$ cat src/rtl/b06_trace_capture_pkg.sv
// Shared types and constants for the b06 trace capture stage.
package b06_trace_pkg;

  typedef enum logic [1:0] {
    IDLE    = 2'd0,
    CAPTURE = 2'd1,
    DONE    = 2'd2
  } trace_state_e;

  localparam int unsigned VEC_W     = 6;
  localparam logic [15:0] MISR_SEED = 16'hFFFF;

  localparam int unsigned TAP_A = 15;
  localparam int unsigned TAP_B = 14;
  localparam int unsigned TAP_C = 12;
  localparam int unsigned TAP_D = 3;

  // One MISR step: shift in the tap feedback, then fold the sample into the low bits.
  function automatic logic [15:0] misr_step(input logic [15:0] sig,
                                            input logic [VEC_W-1:0] vec);
    logic fb;
    fb = sig[TAP_A] ^ sig[TAP_B] ^ sig[TAP_C] ^ sig[TAP_D];
    return {sig[14:0], fb} ^ {{(16-VEC_W){1'b0}}, vec};
  endfunction

endpackage

$ cat src/rtl/b06_trace_capture_fifo.sv
// Synchronous show-ahead FIFO; a push into a full FIFO is accepted only with a same-cycle pop.
module trace_fifo #(
  parameter int unsigned WIDTH = 16,
  parameter int unsigned DEPTH = 8
) (
  input  logic             clk_i,
  input  logic             rst_i,
  input  logic             flush_i,
  input  logic             push_i,
  input  logic [WIDTH-1:0] data_i,
  input  logic             pop_i,
  output logic [WIDTH-1:0] data_o,
  output logic             empty_o,
  output logic             full_o,
  output logic             push_accept_o
);

  localparam int unsigned AW = $clog2(DEPTH);
  localparam logic [AW:0] FULL_CNT = (AW+1)'(DEPTH);

  logic [WIDTH-1:0] mem_q [DEPTH];
  logic [AW-1:0]    wr_ptr_q, rd_ptr_q;
  logic [AW:0]      count_q;
  logic             pop_ok;

  assign empty_o       = (count_q == '0);
  assign full_o        = (count_q == FULL_CNT);
  assign pop_ok        = pop_i && !empty_o;
  assign push_accept_o = push_i && (!full_o || pop_ok);
  assign data_o        = empty_o ? '0 : mem_q[rd_ptr_q];

  // Pointer and occupancy bookkeeping; flush and reset both drop all entries.
  always_ff @(posedge clk_i) begin
    if (rst_i || flush_i) begin
      wr_ptr_q <= '0;
      rd_ptr_q <= '0;
      count_q  <= '0;
    end else begin
      if (push_accept_o) wr_ptr_q <= wr_ptr_q + 1'b1;
      if (pop_ok)        rd_ptr_q <= rd_ptr_q + 1'b1;
      case ({push_accept_o, pop_ok})
        2'b10:   count_q <= count_q + 1'b1;
        2'b01:   count_q <= count_q - 1'b1;
        default: count_q <= count_q;
      endcase
    end
  end

  // Entry storage; contents are don't-care until pointed at by a valid count.
  always_ff @(posedge clk_i) begin
    if (push_accept_o) mem_q[wr_ptr_q] <= data_i;
  end

endmodule

$ cat src/rtl/b06_trace_capture.sv
// Observes the b06 outputs, logs time-stamped changes into a FIFO and folds every sample into a MISR.
module b06_trace_capture
  import b06_trace_pkg::*;
#(
  parameter int unsigned DEPTH   = 8,
  parameter int unsigned STAMP_W = 10
) (
  input  logic                     clock,
  input  logic                     reset,
  input  logic [1:0]               cc_mux,
  input  logic [1:0]               uscite,
  input  logic                     enable_count,
  input  logic                     ackout,
  input  logic                     arm,
  input  logic                     stop,
  input  logic                     rd_en,
  output logic [STAMP_W+VEC_W-1:0] rd_data,
  output logic                     empty,
  output logic                     full,
  output logic                     overflow,
  output logic                     capturing,
  output logic [15:0]              signature
);

  trace_state_e     state_q;
  logic [STAMP_W-1:0] stamp_q;
  logic [VEC_W-1:0] prev_vec_q;
  logic             first_q;
  logic [15:0]      sig_q;
  logic             overflow_q;
  logic             capturing_q;

  logic [VEC_W-1:0] vec;
  logic             sample;
  logic             push;
  logic             push_accept;

  assign vec    = {cc_mux, uscite, enable_count, ackout};
  // arm and stop cycles are never sampled, so both gate the sample strobe.
  assign sample = (state_q == CAPTURE) && !arm && !stop;
  assign push   = sample && (first_q || (vec != prev_vec_q));

  trace_fifo #(
    .WIDTH (STAMP_W + VEC_W),
    .DEPTH (DEPTH)
  ) u_fifo (
    .clk_i         (clock),
    .rst_i         (reset),
    .flush_i       (arm),
    .push_i        (push),
    .data_i        ({stamp_q, vec}),
    .pop_i         (rd_en),
    .data_o        (rd_data),
    .empty_o       (empty),
    .full_o        (full),
    .push_accept_o (push_accept)
  );

  // Capture FSM with stamp counter, change detector, MISR and sticky overflow.
  always_ff @(posedge clock) begin
    if (reset) begin
      state_q     <= IDLE;
      capturing_q <= 1'b0;
      stamp_q     <= '0;
      prev_vec_q  <= '0;
      first_q     <= 1'b0;
      sig_q       <= '0;
      overflow_q  <= 1'b0;
    end else if (arm) begin
      state_q     <= CAPTURE;
      capturing_q <= 1'b1;
      stamp_q     <= '0;
      first_q     <= 1'b1;
      sig_q       <= MISR_SEED;
      overflow_q  <= 1'b0;
    end else begin
      case (state_q)
        CAPTURE: begin
          if (stop) begin
            state_q     <= DONE;
            capturing_q <= 1'b0;
          end else begin
            sig_q      <= misr_step(sig_q, vec);
            prev_vec_q <= vec;
            first_q    <= 1'b0;
            stamp_q    <= stamp_q + 1'b1;
            if (push && !push_accept) overflow_q <= 1'b1;
            if (stamp_q == '1) begin
              state_q     <= DONE;
              capturing_q <= 1'b0;
            end
          end
        end
        default: state_q <= state_q;
      endcase
    end
  end

  assign overflow  = overflow_q;
  assign capturing = capturing_q;
  assign signature = sig_q;

endmodule

$ cat config.mk
export PLATFORM = sky130hd
export DESIGN_NAME = b06_trace_capture
export DESIGN_NICKNAME = d
export VERILOG_FILES = /design/src/rtl/b06_trace_capture_pkg.sv /design/src/rtl/b06_trace_capture_fifo.sv /design/src/rtl/b06_trace_capture.sv
export SDC_FILE = /design/constraint.sdc
export NUM_CORES = 1
export LEC_CHECK = 0
export ABC_AREA = 1
export CAP_MARGIN = 25
export CORE_MARGIN = 4
export CORE_UTILIZATION = 55
export CTS_CLUSTER_DIAMETER = 40
export DETAILED_ROUTE_END_ITERATION = 6
export DONT_BUFFER_PORTS = 1
export PLACE_DENSITY = 0.69
export SYNTH_ARGS = -nofsm -noshare
export SYNTH_HDL_FRONTEND = slang
export SYNTH_HIERARCHICAL = 1
export SYNTH_SLANG_ARGS = --single-unit
$ cat constraint.sdc
create_clock -name clock -period 5 [get_ports clock]
set_input_delay 0.5 -clock clock [delete_from_list [all_inputs] [get_ports clock]]
set_output_delay 0.5 -clock clock [all_outputs]
set_load 0.01 [all_outputs]
==> impl_metrics.ini, run 1 <==
[power]
power_frac_clock_pct = 43.4
switchingPower_mw = 0.656
internal_power_mw = 2.42
leakagePower_nw = 2.86
power_density_nw_per_um2 = 381
swShare_pct = 21.3
seq_power_share_pct = 52.2
ir_worst_vdd_uv = 251
comb_power_share_pct = 4.4
p_total_mw = 3.08

[route]
wl_per_cell_um = 17.7
drt_wl_total_um = 15400
drt_iter0_drc = 501
vias = 4954
ant_nets = 0
drt-vias-per-instance = 5.68
first_pass_iters = 4
drcViolationCount = 0

[die]
die_y_um = 124
num_rows = 41
start_util_pct = 57.1
core_area_um2 = 12900
num_io_pins = 47
die_x_um = 124
die-area_um2 = 15300

[grt]
grtUsageTotal_pct = 21.6
grt_overflow_total = 0
grt_pass1_wl_um = 25000
antenna_found_initial = 0
first_global_vias = 4762
grt_max_degree = 65

[job]
cap_viol_max_count = 0

[yosys]
synthesis.area_um2 = 7360
async_flop_share_pct = 0
synth_flop_cell = edfxtp_1
synth_enable_flop_cells = 128
synthCells = 686
yosys-top-cells-area = edfxtp_1 (52%), dfxtp_1 (13%), nor2_1 (7.2%)
syn_avg_cell_area_um2 = 10.7
yosysUniqueCellTypes = 34
synth_top_area_share_pct = 52.2
ys_ff_latch = 177
ys_top_cells_by_count = nor2_1 (142), edfxtp_1 (128), o21ai_0 (74)
yosys.area.top_type = edfxtp_1
ys_seq_area_share_pct = 65.6
syn_nets = 703
synth.most_common_cell = nor2_1
yosysWarnings = 6

[sta]
hold_viol_final = 0
maxSlewViolCount = 0
setup_violations = 0
tightest_slew_ps = 849
period_needed_ps = 3310
fin_setup_tns_ps = 0
fmax_mhz = 303
slew_headroom_pct = 43.2
period_share_pct = 66.1
rsz0062_at_grt = no
fin_skew_ps = 8.22

[clock_tree]
postCtsSetupBuffers = 0
cts.clk_slew.worst_paths_ps = 60
clkLatencyLatePin_ps = 420
tritoncts = built
cts.sinks = 177
root_buffer = clkbuf_16
numCtsBuffers = 17
ctsHoldBuffers = 0
cts_max_level = 4
cts_resized = 0
cts_buffer_depth = 2

[cells_and_area]
n_antenna_cell = 0
area_growth_syn_to_layout_pct = 9.71
drive_above_1_share_pct = 9.14
regArea_um2 = 4830
final_nets = 704
nFillCells = 1034
final_area_um2 = 8070
multi_input_area_um2 = 2090

[worst_setup_path]
critical_path.endpoint_type = flop
critPathRequiredTime_ps = 5130
cp_max_fo = 29
worst_setup_path_start_kind = flop
cp.arrival_ps = 3430
criticalPathCategory = reg -> reg

[placement]
io_buffers = 0
hpwl_um = 9740
placed_cell_area_um2 = 7450
gp_congestion = 0.774

[worst_hold_path]
hp-class = in -> reg

[outcome]
status = complete, no violations
-- critical path, cell delays in order, from the launching register on --
cell	delay [ps]
dfxtp_1	420
inv_1	80
nor2_2	120
nand2_2	110
nor2_4	490
inv_2	130
a21oi_1	340
nand2_2	150
nor2_1	110
inv_1	80
nor2_1	650
buf_4	310
-- per-stage QoR --
step                std cells  setup WS, ps  utilization, %  hold WS, ps
global placement          839          1770            57.8          458
global route              872          1340            62.7          119
detailed placement        839          1630            57.8          467
floorplan                 686          2460               -          434
finish                    872          1690            62.7          136
CTS                       871          1610            62.5          122
-- flip-flops by register name, summed over array words and instances, names as in the netlist, named ones only --
register / count
u_fifo/mem_q: 128
state_q: 2
u_fifo/wr_ptr_q: 3
stamp_q: 10
u_fifo/rd_ptr_q: 3
u_fifo/count_q: 4
overflow: 1
prev_vec_q: 6
first_q: 1
signature: 16
-- layout by cell type (no fill, tap or decap), drive strengths merged --
cell type and count:
nor2 148, clkbuf 18, o22ai 16, o21bai 1, nand4 1, edfxtp 128, clkinvlp 3, inv 61
a211oi 1, bufinv 3, nor3 3, clkinv 8, a221oi 10, dfxtp 49, o211ai 16, a21oi 30
nand3b 1, xnor2 7, buf 12, fa 1, xor2 4, nand3 11, ha 5, o21ai 90
a21o 1, nand2 72
-- final cells by class --
class	count	share of cell area, %
Inverter	61	2.84
Multi-Input combinational cell	418	25.9
Sequential cell	177	59.8
Clock inverter	14	2.05
Tap cell	172	2.67
Timing Repair Buffer	12	1.27
Clock buffer	18	5.44
-- final timing paths --
kind                                 from                      endpoint  slack, ps  cells after the start
hold / removal                      reset       state_q[0]$_SDFFE_PP0P_        140                      1
setup / recovery  state_q[0]$_SDFFE_PP0P_  u_fifo/mem_q[3][3]$_DFFE_PP_       1690                     11
setup reg to reg  state_q[0]$_SDFFE_PP0P_  u_fifo/mem_q[3][3]$_DFFE_PP_       1690                     11
hold reg to reg      first_q$_SDFFE_PP0P_          first_q$_SDFFE_PP0P_        480                      2
-- power by group through the flow --
stage,sequential (mW),combinational [mW],clock [mW]
global route,1.61,0.156,1.42
finish,1.61,0.137,1.33
floorplan,1.63,0.115,0
detailed placement,1.64,0.136,0
CTS,1.61,0.137,1.35
global placement,1.64,0.133,0
-- metal layers --
layer	part of all wire [%]	vias up	track usage [%]
li1	-	2365	-
met1	45	2404	29.4
met2	47	157	34.1
met3	6.1	28	5.27
met4	1.9	0	7.68
met5	0	-	0
-- cell families after synthesis --
| group | share of synthesized area, % |
|---|---|
| fa+ha+maj | 1.12 |
| flops | 65.6 |
| simple gates | 13.3 |
| xor+xnor | 1.31 |
| compound gates | 12.7 |
| buf+inv | 5.95 |
No activity file was read; power rests on OpenSTA's default activity.
==> inputs of run 2 (changes only) <==
--- a/config.mk
+++ b/config.mk
@@ -5,14 +5,14 @@
 export SDC_FILE = /design/constraint.sdc
 export NUM_CORES = 1
 export LEC_CHECK = 0
-export ABC_AREA = 1
+export ABC_AREA = 0
 export CAP_MARGIN = 25
 export CORE_MARGIN = 4
 export CORE_UTILIZATION = 55
 export CTS_CLUSTER_DIAMETER = 40
 export DETAILED_ROUTE_END_ITERATION = 6
 export DONT_BUFFER_PORTS = 1
-export PLACE_DENSITY = 0.69
+export PLACE_DENSITY = 0.72
 export SYNTH_ARGS = -nofsm -noshare
 export SYNTH_HDL_FRONTEND = slang
 export SYNTH_HIERARCHICAL = 1
==> constraint.sdc (replaced) <==
create_clock -name clock -period 3 [get_ports clock]
set_input_delay 0.3 -clock clock [delete_from_list [all_inputs] [get_ports clock]]
set_output_delay 0.3 -clock clock [all_outputs]
set_load 0.01 [all_outputs]
==> run 2 against run 1 <==
Net effect:
- clock power up 62%
- non-clock buffer count up 16
- clock skew up 3.2 ps
- largest cell class unchanged
- highest routed layer unchanged
- flip-flop and latch count unchanged
==> impl_metrics.ini, run 2 <==
[power]
switchingPower_mw = 0.943
internal_power_mw = 4.02
swShare_pct = 19.0
power_density_nw_per_um2 = 610
p_total_mw = 4.96
power_frac_clock_pct = 43.3
ir_worst_vdd_uv = 439
seq_power_share_pct = 53.7
leakagePower_nw = 2.66
comb_power_share_pct = 2.9

[grt]
antenna_found_initial = 0
grtUsageTotal_pct = 19.7
grt_pass1_wl_um = 21800
grt_overflow_total = 0
first_global_vias = 4021
grt_max_degree = 33

[route]
drt-vias-per-instance = 5.74
drcViolationCount = 0
drt_iter0_drc = 228
ant_nets = 0
wl_per_cell_um = 19.8
vias = 3900
first_pass_iters = 4
drt_wl_total_um = 13500

[worst_setup_path]
cp_max_fo = 7
rr_startpoint = state_q[0]$_SDFFE_PP0P_
cp.arrival_ps = 2950
rr_worst_depth = 12
criticalPathCategory = reg -> reg
reg2reg_slack_ps = 350
critPathRequiredTime_ps = 3300
r2r-end = u_fifo/count_q[3]$_SDFFE_PP0P_
critical_path.endpoint_type = flop
crit_start = state_q[0]$_SDFFE_PP0P_
worst_setup_path_start_kind = flop

[sta]
holdWs_ps = 25.1
slew_headroom_pct = 44.1
tightest_slew_ps = 836
setup_violations = 0
period_share_pct = 88.4
fin_skew_ps = 11.5
fmax_mhz = 377
maxSlewViolCount = 0
rsz0062_at_grt = no
period_needed_ps = 2650
hold_viol_final = 0

[clock_tree]
cts_max_level = 4
root_buffer = clkbuf_16
tritoncts = built
numCtsBuffers = 17
cts.clk_slew.worst_paths_ps = 60
postCtsSetupBuffers = 0
clkLatencyLatePin_ps = 420
cts.sinks = 177
cts_buffer_depth = 2

[cells_and_area]
instances_no_fill = 680
n_antenna_cell = 0
layout_commonest_cell = edfxtp_1
drive_above_1_share_pct = 19.7
nFillCells = 903
final_area_um2 = 8130
regMostFlops = u_fifo/mem_q
final_nets = 512
layout_common_cells = edfxtp_1 (128), nand2_1 (55), dfxtp_1 (48)
multi_input_area_um2 = 2230
area_growth_syn_to_layout_pct = 14.1
largest_register_ffs = 128
regArea_um2 = 4830

[yosys]
yosys-top-cells-area = edfxtp_1 (54%), dfxtp_1 (14%), mux4_2 (10%)
ys_seq_area_share_pct = 67.7
synth_enable_flop_cells = 128
synthesis.area_um2 = 7130
synthCells = 470
synth_top_area_share_pct = 53.9
ys_ff_latch = 177
syn_avg_cell_area_um2 = 15.2
yosysWarnings = 6
synth_flop_cell = edfxtp_1
yosys.area.top_type = edfxtp_1
synth.most_common_cell = edfxtp_1
yosysUniqueCellTypes = 46
syn_nets = 487
ys_top_cells_by_count = edfxtp_1 (128), nand2_1 (55), dfxtp_1 (49)
async_flop_share_pct = 0

[worst_hold_path]
holdCritStartpoint = arm
min_to = first_q$_SDFFE_PP0P_
whs_path_depth = 2
hp-class = in -> reg

[die]
die_x_um = 122
num_rows = 41
num_io_pins = 47
die-area_um2 = 14800
core_area_um2 = 12700
start_util_pct = 56.2
die_y_um = 122

[placement]
placed_cell_area_um2 = 7450
gp_congestion = 0.746
hpwl_um = 8450
io_buffers = 0
placed_cells = 640

[job]
cap_viol_max_count = 0

[outcome]
status = complete, no violations
run 2: metal layers:
metal  up-vias  wire [um]  share of wire, %  global-route usage, %
met5         -          0                 0                      0
met4         0        121              0.90                   5.60
met3        11        891               6.6                   5.76
met2       102       6820                51                   32.0
met1      1975       5660                42                   26.3
li1       1812          -                 -                      -
run 2: power by group through the flow:
| stage | combinational, mW | clock, mW | sequential [mW] |
|---|---|---|---|
| floorplan | 0.108 | 0 | 2.71 |
| finish | 0.146 | 2.15 | 2.67 |
| global route | 0.164 | 2.31 | 2.67 |
| global placement | 0.122 | 0 | 2.72 |
| CTS | 0.148 | 2.20 | 2.67 |
| detailed placement | 0.127 | 0 | 2.72 |
run 2: how the worst max path moves through the flow:
stage | to | slack, ps | cells after the start
finish | u_fifo/count_q[3]$_SDFFE_PP0P_ | 350 | 12
global route | u_fifo/count_q[3]$_SDFFE_PP0P_ | 30 | 12
CTS | u_fifo/count_q[3]$_SDFFE_PP0P_ | 330 | 12
detailed placement | u_fifo/count_q[3]$_SDFFE_PP0P_ | 350 | 12
global placement | u_fifo/count_q[3]$_SDFFE_PP0P_ | 480 | 12
floorplan | u_fifo/mem_q[2][0]$_DFFE_PP_ | -140 | 5
run 2: cells by family after synthesis:
group	Yosys count	share of synthesized area [%]
and+or+nand+nor	135	8.71
xor gates and xnor gates	30	3.88
DFF	177	67.7
buffers and inverters	29	1.81
adders and majority gates	6	1.16
AOI/OAI and AO/OA	43	4.11
muxes	50	12.6
run 2: area by class of cell:
type | count | area share [%]
Sequential cell | 177 | 59.4
Multi-Input combinational cell | 264 | 27.4
Clock buffer | 29 | 6.79
Timing Repair Buffer | 28 | 2.99
Tap cell | 172 | 2.65
Clock inverter | 3 | 0.523
Inverter | 7 | 0.323
run 2: what timing repair did:
item	CTS	global route
endpoints found under the setup margin	0	1
resized for setup	0	2
hold endpoints to repair	72	0
hold buffers	8	0
run 2: metrics by stage:
stage               setup WS (ps)  utilization (%)  TNS [ps]
finish                        347             64.2         0
global route                 34.7             64.2         0
CTS                           332             64.1         0
detailed placement            349             58.8         0
global placement              481             58.8         0
floorplan                    -145                -     -6940
run 2: critical path: stages (launching register included):
cell and delay (ps):
dfxtp_1 430, nor3b_2 250, nand2_1 200, a21oi_1 160, buf_4 180, inv_1 110, nand2b_1 130, inv_1 70
ha_1 340, nand3_1 180, and4_1 250, o21bai_1 140, a31oi_1 90
==> inputs of run 3 (changes only) <==
--- a/config.mk
+++ b/config.mk
@@ -13,6 +13,7 @@
 export DETAILED_ROUTE_END_ITERATION = 6
 export DONT_BUFFER_PORTS = 1
 export PLACE_DENSITY = 0.72
+export REMOVE_ABC_BUFFERS = 1
 export SYNTH_ARGS = -nofsm -noshare
 export SYNTH_HDL_FRONTEND = slang
 export SYNTH_HIERARCHICAL = 1
==> run 3 against run 2 <==
Net effect:
- sequential power barely moved
- total power rose by 1.2%
- setup slack improved by 85 ps
- clock power rose by 3%
- first-iteration DRC count rose by 17%
- die area did not move
- critical path type unchanged
- largest cell class unchanged
- highest routed layer unchanged
==> impl_metrics.ini, run 3 (same netlist as run 2, synthesis figures left out) <==
[worst_setup_path]
crit_path_frequent_cell = inv_1
cpMaxStageDelayCell = dfxtp_1
critPathTopFamily = simple AND/OR/NAND/NOR gates
r2r-end = u_fifo/count_q[3]$_SDFFE_PP0P_
crit_path_cell_trace = nor3b_2, nand2_1, a21oi_2, inv_1, nand2b_1, inv_1, ha_1, nand3_1, a211oi_1, nand3b_1, a31oi_1
reg2reg_slack_ps = 430
slowest_delay_ps = 340
criticalPathCategory = reg -> reg
worst_setup_path_start_kind = flop
critPathRequiredTime_ps = 3310
critPathBufInv = 2
rr_worst_depth = 11
cp.arrival_ps = 2870
rr_startpoint = state_q[1]$_SDFFE_PP0P_
critical_path.endpoint_type = flop
cp_max_fo = 7

[sta]
slew_headroom_pct = 43.0
fmax_mhz = 389
fin_skew_ps = 10.9
layout_setup_ws_ps = 431
rsz0062_at_grt = no
period_needed_ps = 2570
holdWs_ps = 81.2
tightest_slew_ps = 852
setup_violations = 0
period_share_pct = 85.6
fin_setup_tns_ps = 0
maxSlewViolCount = 0
hold_viol_final = 0

[route]
wl_per_cell_um = 20.6
ant_nets = 0
drcViolationCount = 0
first_pass_iters = 4
drt_wl_total_um = 14000
drt-vias-per-instance = 5.79
vias = 3934
drt_iter0_drc = 266

[die]
num_io_pins = 47
start_util_pct = 56.2
core_area_um2 = 12700
die_y_um = 122
num_rows = 41
die_x_um = 122
die-area_um2 = 14800

[worst_hold_path]
hp-class = in -> reg
holdCritStartpoint = arm
whs_path_depth = 2
min_to = state_q[0]$_SDFFE_PP0P_

[clock_tree]
cts.sinks = 177
tritoncts = built
numCtsBuffers = 17
clkLatencyLatePin_ps = 420
cts_buffer_depth = 2
postCtsSetupBuffers = 0
cts_max_level = 4
cts.clk_slew.worst_paths_ps = 70
root_buffer = clkbuf_16

[grt]
grt_max_degree = 25
grt_pass1_wl_um = 22800
grt_overflow_total = 0
grtUsageTotal_pct = 20.9
antenna_found_initial = 0
first_global_vias = 4133

[cells_and_area]
regMostFlops = u_fifo/mem_q
multi_input_area_um2 = 2210
layout_common_cells = edfxtp_1 (128), nand2_1 (55), dfxtp_1 (48)
area_growth_syn_to_layout_pct = 13.9
layout_commonest_cell = edfxtp_1
drive_above_1_share_pct = 20.1
largest_register_ffs = 128
n_antenna_cell = 0
nFillCells = 946
regArea_um2 = 4830
final_nets = 511
instances_no_fill = 679

[power]
switchingPower_mw = 1.08
internal_power_mw = 3.94
power_frac_clock_pct = 44.0
comb_power_share_pct = 3.0
ir_worst_vdd_uv = 539
swShare_pct = 21.6
seq_power_share_pct = 53.0
leakagePower_nw = 2.67
power_density_nw_per_um2 = 619

[placement]
placed_cells = 638
gp_congestion = 0.747
hpwl_um = 8800
dpl_worst_slack_ps = 274
io_buffers = 0

[outcome]
status = complete, no violations

[job]
cap_viol_max_count = 0
-- run 3: cell count changes in the layout (fill, tap and decap cells not counted), sizes merged --
cell         before  now
clkinvlp          1    0
clkbuf           29   19
clkinv            1    2
inv               7   17
dlygate4sd3       8    9
buf              20   18
-- run 3: per-layer routing --
layer / routed length, um / part of all wire (%) / vias up / GRT usage, %
li1: - / - / 1818 / -
met1: 5730 / 41 / 1977 / 26.4
met2: 7050 / 50 / 121 / 33.9
met3: 919 / 6.6 / 18 / 6.73
met4: 304 / 2.2 / 0 / 8.05
met5: 0 / 0 / - / 0
-- run 3: layout make-up --
| class | count | share of cell area, % |
|---|---|---|
| inverters | 7 | 0.324 |
| repair buffers | 27 | 2.93 |
| multi-input cells | 264 | 27.3 |
| well taps | 172 | 2.65 |
| flip-flops and latches | 177 | 59.5 |
| clock inverters | 13 | 1.65 |
| clock buffers | 19 | 5.72 |
-- run 3: worst max-delay path by stage --
stage | start | endpoint | slack, ps | cells past startpoint
4_1_cts | state_q[1]$_SDFFE_PP0P_ | u_fifo/count_q[3]$_SDFFE_PP0P_ | 210 | 11
5_1_grt | state_q[1]$_SDFFE_PP0P_ | u_fifo/count_q[3]$_SDFFE_PP0P_ | 110 | 11
2_1_floorplan | state_q[0]$_SDFFE_PP0P_ | u_fifo/mem_q[0][0]$_DFFE_PP_ | -1190 | 5
3_5_place_dp | state_q[1]$_SDFFE_PP0P_ | u_fifo/count_q[3]$_SDFFE_PP0P_ | 270 | 11
6_report | state_q[1]$_SDFFE_PP0P_ | u_fifo/count_q[3]$_SDFFE_PP0P_ | 430 | 11
3_3_place_gp | state_q[1]$_SDFFE_PP0P_ | u_fifo/count_q[3]$_SDFFE_PP0P_ | 400 | 11
-- run 3: what timing repair did --
item,CTS,global route
endpoints found under the setup margin,0,13
resized for setup,0,1
hold buffers,9,0
hold endpoints to repair,72,0
-- run 3: metrics by stage --
step	utilization (%)	total power [mW]	cell area [um^2]
2_1_floorplan	-	2.81	7020
3_3_place_gp	58.6	2.84	7420
3_5_place_dp	58.6	2.85	7420
4_1_cts	64.0	5.06	8110
5_1_grt	64.0	5.19	8120
6_report	64.0	5.02	8120
-- run 3: power groups by stage --
stage                     combinational (mW)  clock (mW)  sequential (mW)
after global routing                   0.169        2.35             2.67
after global placement                 0.126           0             2.72
after detailed placement               0.129           0             2.72
after floorplan                       0.0972           0             2.71
after CTS                              0.153        2.25             2.66
final                                  0.151        2.21             2.66
-- run 3: worst reg2reg max path, delay by kind of cell (launching register included) --
| family | cells | cell delay [ps] |
|---|---|---|
| flops | 1 | 340 |
| buf+inv | 2 | 230 |
| simple gates | 5 | 860 |
| compound gates | 3 | 700 |
| fa+ha+maj | 1 | 320 |
